==> src/rtl/fetch_ctrl.sv <==
// Instruction fetch/decode controller: fetches the word at pc through a
// ready/request handshake, latches it in ir and drives the counter controls.
module fetch_ctrl #(
  parameter int unsigned MAX_WAIT = 16
) (
  input  logic        clk_i,
  input  logic        rst_i,
  input  logic [7:0]  pc_i,
  input  logic        zero_flag_i,
  output logic [7:0]  mem_addr_o,
  output logic        mem_req_o,
  input  logic        mem_ready_i,
  input  logic [15:0] mem_rdata_i,
  output logic        stop_o,
  output logic        pcJMP_o,
  output logic        banEBL_o,
  output logic        ban_o,
  output logic [7:0]  data_in_o,
  output logic        exec_valid_o,
  output logic [3:0]  alu_op_o,
  output logic [3:0]  rd_o,
  output logic [7:0]  imm_o,
  output logic        halted_o,
  output logic        fault_o,
  output logic        illegal_o
);

  typedef enum logic [2:0] {
    ST_RST   = 3'd0,
    ST_REQ   = 3'd1,
    ST_EXEC  = 3'd2,
    ST_HALT  = 3'd3,
    ST_FAULT = 3'd4
  } state_e;

  localparam logic [7:0] MaxWaitC = 8'(MAX_WAIT);

  state_e      state_q, state_d;
  logic [15:0] ir_q, ir_d;
  logic [7:0]  wait_q, wait_d;
  logic        illegal_q, illegal_d;
  logic [3:0]  opcode_s;
  logic        exec_s;

  function automatic logic is_illegal(input logic [3:0] op);
    return (op >= 4'hB) && (op <= 4'hE);
  endfunction

  assign opcode_s = ir_q[15:12];

  // State, instruction register, wait counter and sticky illegal flag
  always_ff @(posedge clk_i) begin
    if (rst_i) begin
      state_q   <= ST_RST;
      ir_q      <= 16'h0000;
      wait_q    <= 8'd0;
      illegal_q <= 1'b0;
    end else begin
      state_q   <= state_d;
      ir_q      <= ir_d;
      wait_q    <= wait_d;
      illegal_q <= illegal_d;
    end
  end

  // Next-state logic
  always_comb begin
    state_d   = state_q;
    ir_d      = ir_q;
    wait_d    = wait_q;
    illegal_d = illegal_q;
    case (state_q)
      ST_RST: begin
        state_d = ST_REQ;
        wait_d  = 8'd0;
      end
      ST_REQ: begin
        if (mem_ready_i) begin
          ir_d = mem_rdata_i;
          if (mem_rdata_i[15:12] == 4'hF) begin
            state_d = ST_HALT;
          end else begin
            state_d = ST_EXEC;
          end
        end else begin
          wait_d = wait_q + 8'd1;
          // a ready on the MAX_WAIT-th cycle wins; only its absence faults
          if (wait_d == MaxWaitC) begin
            state_d = ST_FAULT;
          end else begin
            state_d = ST_REQ;
          end
        end
      end
      ST_EXEC: begin
        state_d = ST_REQ;
        wait_d  = 8'd0;
        if (is_illegal(opcode_s)) begin
          illegal_d = 1'b1;
        end else begin
          illegal_d = illegal_q;
        end
      end
      ST_HALT:  state_d = ST_HALT;
      ST_FAULT: state_d = ST_FAULT;
      default:  state_d = ST_RST;
    endcase
  end

  // Decoded outputs; reset also masks EXEC so the counter never moves in reset
  always_comb begin
    exec_s       = (state_q == ST_EXEC) && !rst_i;
    stop_o       = !exec_s;
    mem_req_o    = (state_q == ST_REQ);
    mem_addr_o   = pc_i;
    pcJMP_o      = 1'b0;
    banEBL_o     = 1'b0;
    ban_o        = 1'b0;
    exec_valid_o = 1'b0;
    if (exec_s) begin
      case (opcode_s)
        4'h1, 4'h2, 4'h3, 4'h4, 4'h5, 4'h6, 4'h7: exec_valid_o = 1'b1;
        4'h8: pcJMP_o = 1'b1;
        4'h9: begin
          banEBL_o = 1'b1;
          ban_o    = zero_flag_i;
        end
        4'hA: begin
          banEBL_o = 1'b1;
          ban_o    = !zero_flag_i;
        end
        default: exec_valid_o = 1'b0;
      endcase
    end else begin
      exec_valid_o = 1'b0;
    end
    data_in_o = ir_q[7:0];
    alu_op_o  = ir_q[15:12];
    rd_o      = ir_q[11:8];
    imm_o     = ir_q[7:0];
    halted_o  = (state_q == ST_HALT);
    fault_o   = (state_q == ST_FAULT);
    illegal_o = illegal_q;
  end

endmodule

==> config.mk <==
export PLATFORM = sky130hd
export DESIGN_NAME = fetch_ctrl
export DESIGN_NICKNAME = d
export VERILOG_FILES = /design/src/rtl/fetch_ctrl.sv
export SDC_FILE = /design/constraint.sdc
export NUM_CORES = 1
export LEC_CHECK = 0
export ABC_CLOCK_PERIOD_IN_PS = 1550
export CAP_MARGIN = 20
export CORE_UTILIZATION = 36
export DETAILED_ROUTE_END_ITERATION = 6
export PLACE_DENSITY = 0.83
export SLEW_MARGIN = 20
export SYNTH_ARGS = -nofsm -noshare
export SYNTH_HDL_FRONTEND = slang
export SYNTH_SLANG_ARGS = --single-unit
export TNS_END_PERCENT = 10
==> constraint.sdc <==
create_clock -name clk_i -period 1.55 [get_ports clk_i]
set_input_delay 0.2325 -clock clk_i [delete_from_list [all_inputs] [get_ports clk_i]]
set_output_delay 0.2325 -clock clk_i [all_outputs]
set_load 0.005 [all_outputs]
==> flow_summary.ini <==
[run_status]
status = complete, but fails checks
violations = negative setup slack

[critical_path]
worst_r2r_startpoint = state_q[2]$_SDFF_PP0_
crit_end = wait_q[4]$_SDFFE_PP0P_
ff2ff_path_depth = 4
cp-start-kind = register
crit_type = register to register
cp_max_fo = 8
r2r_setup_slack_ps = -200
r2r-end = wait_q[4]$_SDFFE_PP0P_
crit_start = state_q[2]$_SDFF_PP0_
cp_data_required_time_ps = 1780
end_kind = register
crit_arrival_ps = 1980

[placement]
post_dp_cell_area_um2 = 2060
port_buffers = 52
place_inst = 285
gp_congestion = 0.839
hpwl_um = 2720

[yosys]
synth.distinct_cells = 35
synth_seq_cells = 28
yosysWarnings = 0
netlist_area_um2 = 1430
synth_area_leaders = dfxtp_1, nand2_1, a21oi_1
synth_edf_count = 0
syn-num-nets = 215
async_reset_ff_share_pct = 0
postSynthCellCount = 185
synth-seq-area-share_pct = 39.2
synth-main-ff-cell = dfxtp_1
synth.largest_area_cell = dfxtp_1
avgSynthCellArea_um2 = 7.73
synth_top_cell_area_share_pct = 39.2

[sta]
whs_ps = 459
setup_viol = 26
min_period_ps = 1750
skew_ps = 5.88
maxSlewViolCount = 0
relSlewSlack_pct = 74.6
timing.fmax_ghz = 0.572
tightest_slew_ps = 378
fin_setup_tns_ps = -1630
setup_ws_ps = -199
rsz0062_at_grt = yes
finalCritPeriodShare_pct = 113
hold_viol_final = 0

[layout]
instances_no_fill = 292
drive_gt1_share_pct = 24.6
final_cell_area_um2 = 2210
nNetsFinal = 275
final_cell_mix = clkdlybuf4s50_1, nand2_1, buf_4
diodes = 0
syn2layout_area_growth_pct = 54.4
layout_commonest_cell = clkdlybuf4s50_1

[global_route]
grt_usage_pct = 19.5
grt_pass1_wl_um = 6440
grt_pass1_vias = 1382
grt_max_degree = 28
overflow = 0
antenna_found_initial = 0

[detailed_routing]
dr.pass1.iters = 4
postRouteAntennaNets = 0
drt_iter0_drc = 59
wl_per_cell_um = 13.3
finalWirelength_um = 3890
num_vias = 1495
vias_per_cell = 5.12
drcViolationCount = 0

[clock_network]
cts.sinks = 28
cts-buffers-inserted = 3
clk_pin_slew_ps = 110
clockRootBuffer = clkbuf_8
clk_latency_ps = 280
clock_path_buffers = 2
cts.htree.levels = 1
ctsHoldBuffers = 0
cts_tree = done

[power]
ir_drop_uv = 377
p_leak_nw = 0.857
power_switching_mw = 0.386
swShare_pct = 23.4
p_seq_share_pct = 46.0
intPower_mw = 1.27
power_frac_clock_pct = 35.9
total_power_mw = 1.65
comb_power_share_pct = 18.1
powerDensity_nw_per_um2 = 748

[floorplanning]
core_area_um2 = 3740
die_h_um = 65.0
io_pins = 69
rows = 22
initial_core_util_pct = 38.2
die_area_um2 = 4230
die_x_um = 65.0

[job]
cap_violations = 0

[min_path]
worstHoldPathType = register to register
[layer usage]
metal | wire length [µm] | up-vias | track usage (%)
li1 | - | 738 | -
met1 | 1620 | 687 | 24.5
met2 | 1940 | 66 | 33.3
met3 | 300 | 4 | 3.70
met4 | 37 | 0 | 5.98
met5 | 0 | - | 0
[cells in the mapped netlist (all sizes together), types with 5 or more instances]
master and n:
a21oi 24, dfxtp 28, xnor2 5, nand2 38
o21ai 6, nand3 5, clkbuf 8, buf 18
nor2 13, nor3 7
[power groups by stage]
stage,Clock [mW],Combinational [mW],Sequential (mW)
finish,0.594,0.299,0.760
detailed placement,0,0.280,0.776
floorplan,0,0.120,0.782
CTS,0.606,0.292,0.760
global route,0.639,0.326,0.764
global placement,0,0.276,0.774
[flip-flops by register name (all words and copies together), names as in the netlist]
| register | cells |
|---|---|
| state_q | 3 |
| wait_q | 8 |
| ir_q | 16 |
| illegal_o | 1 |
[cells by family after synthesis]
kind of cell	count (synthesis)	share of synthesized area, %
adders and majority gates	2	1.75
DFF	28	39.2
and+or+nand+nor	81	27.6
AOI/OAI and AO/OA	41	16.6
buffers and inverters	28	11.8
xor gates and xnor gates	5	3.06
[critical path: stages, from the launching register on]
cell,delay (ps)
dfxtp_2,350
buf_4,160
or4b_4,570
or4b_4,500
a21oi_2,120
[layout make-up]
type | instances | area [µm²]
fill | 337 | 1540
multi-input combinational | 129 | 769
timing repair buffer | 81 | 733
sequential | 28 | 567
tap | 48 | 60.1
clock buffer | 3 | 41.3
clock inverter | 1 | 30.0
inverter | 2 | 7.51
[stage by stage]
stage,worst slack (ps),utilization (%)
floorplan,-35.4,-
global placement,-685,55.0
detailed placement,-780,55.0
CTS,-204,58.0
global route,-243,59.0
finish,-199,59.0
[worst min-delay path by stage]
stage / startpoint / to / slack, ps / cells after the start
2_1_floorplan: mem_rdata_i[10] / ir_q[10]$_SDFFE_PP0P_ / 370 / 2
3_3_place_gp: ir_q[9]$_SDFFE_PP0P_ / ir_q[9]$_SDFFE_PP0P_ / 440 / 2
3_5_place_dp: ir_q[11]$_SDFFE_PP0P_ / ir_q[11]$_SDFFE_PP0P_ / 450 / 2
4_1_cts: ir_q[11]$_SDFFE_PP0P_ / ir_q[11]$_SDFFE_PP0P_ / 460 / 2
5_1_grt: pc_i[6] / mem_addr_o[6] / 470 / 0
6_report: ir_q[11]$_SDFFE_PP0P_ / ir_q[11]$_SDFFE_PP0P_ / 460 / 2
[what timing repair did]
action / CTS / global route
setup endpoints to repair: 30 / 32
gates resized for setup: 39 / 7
pin swaps: 10 / 6
setup buffers: 1 / 2
Note: power is estimated with default switching activity, not from simulation.
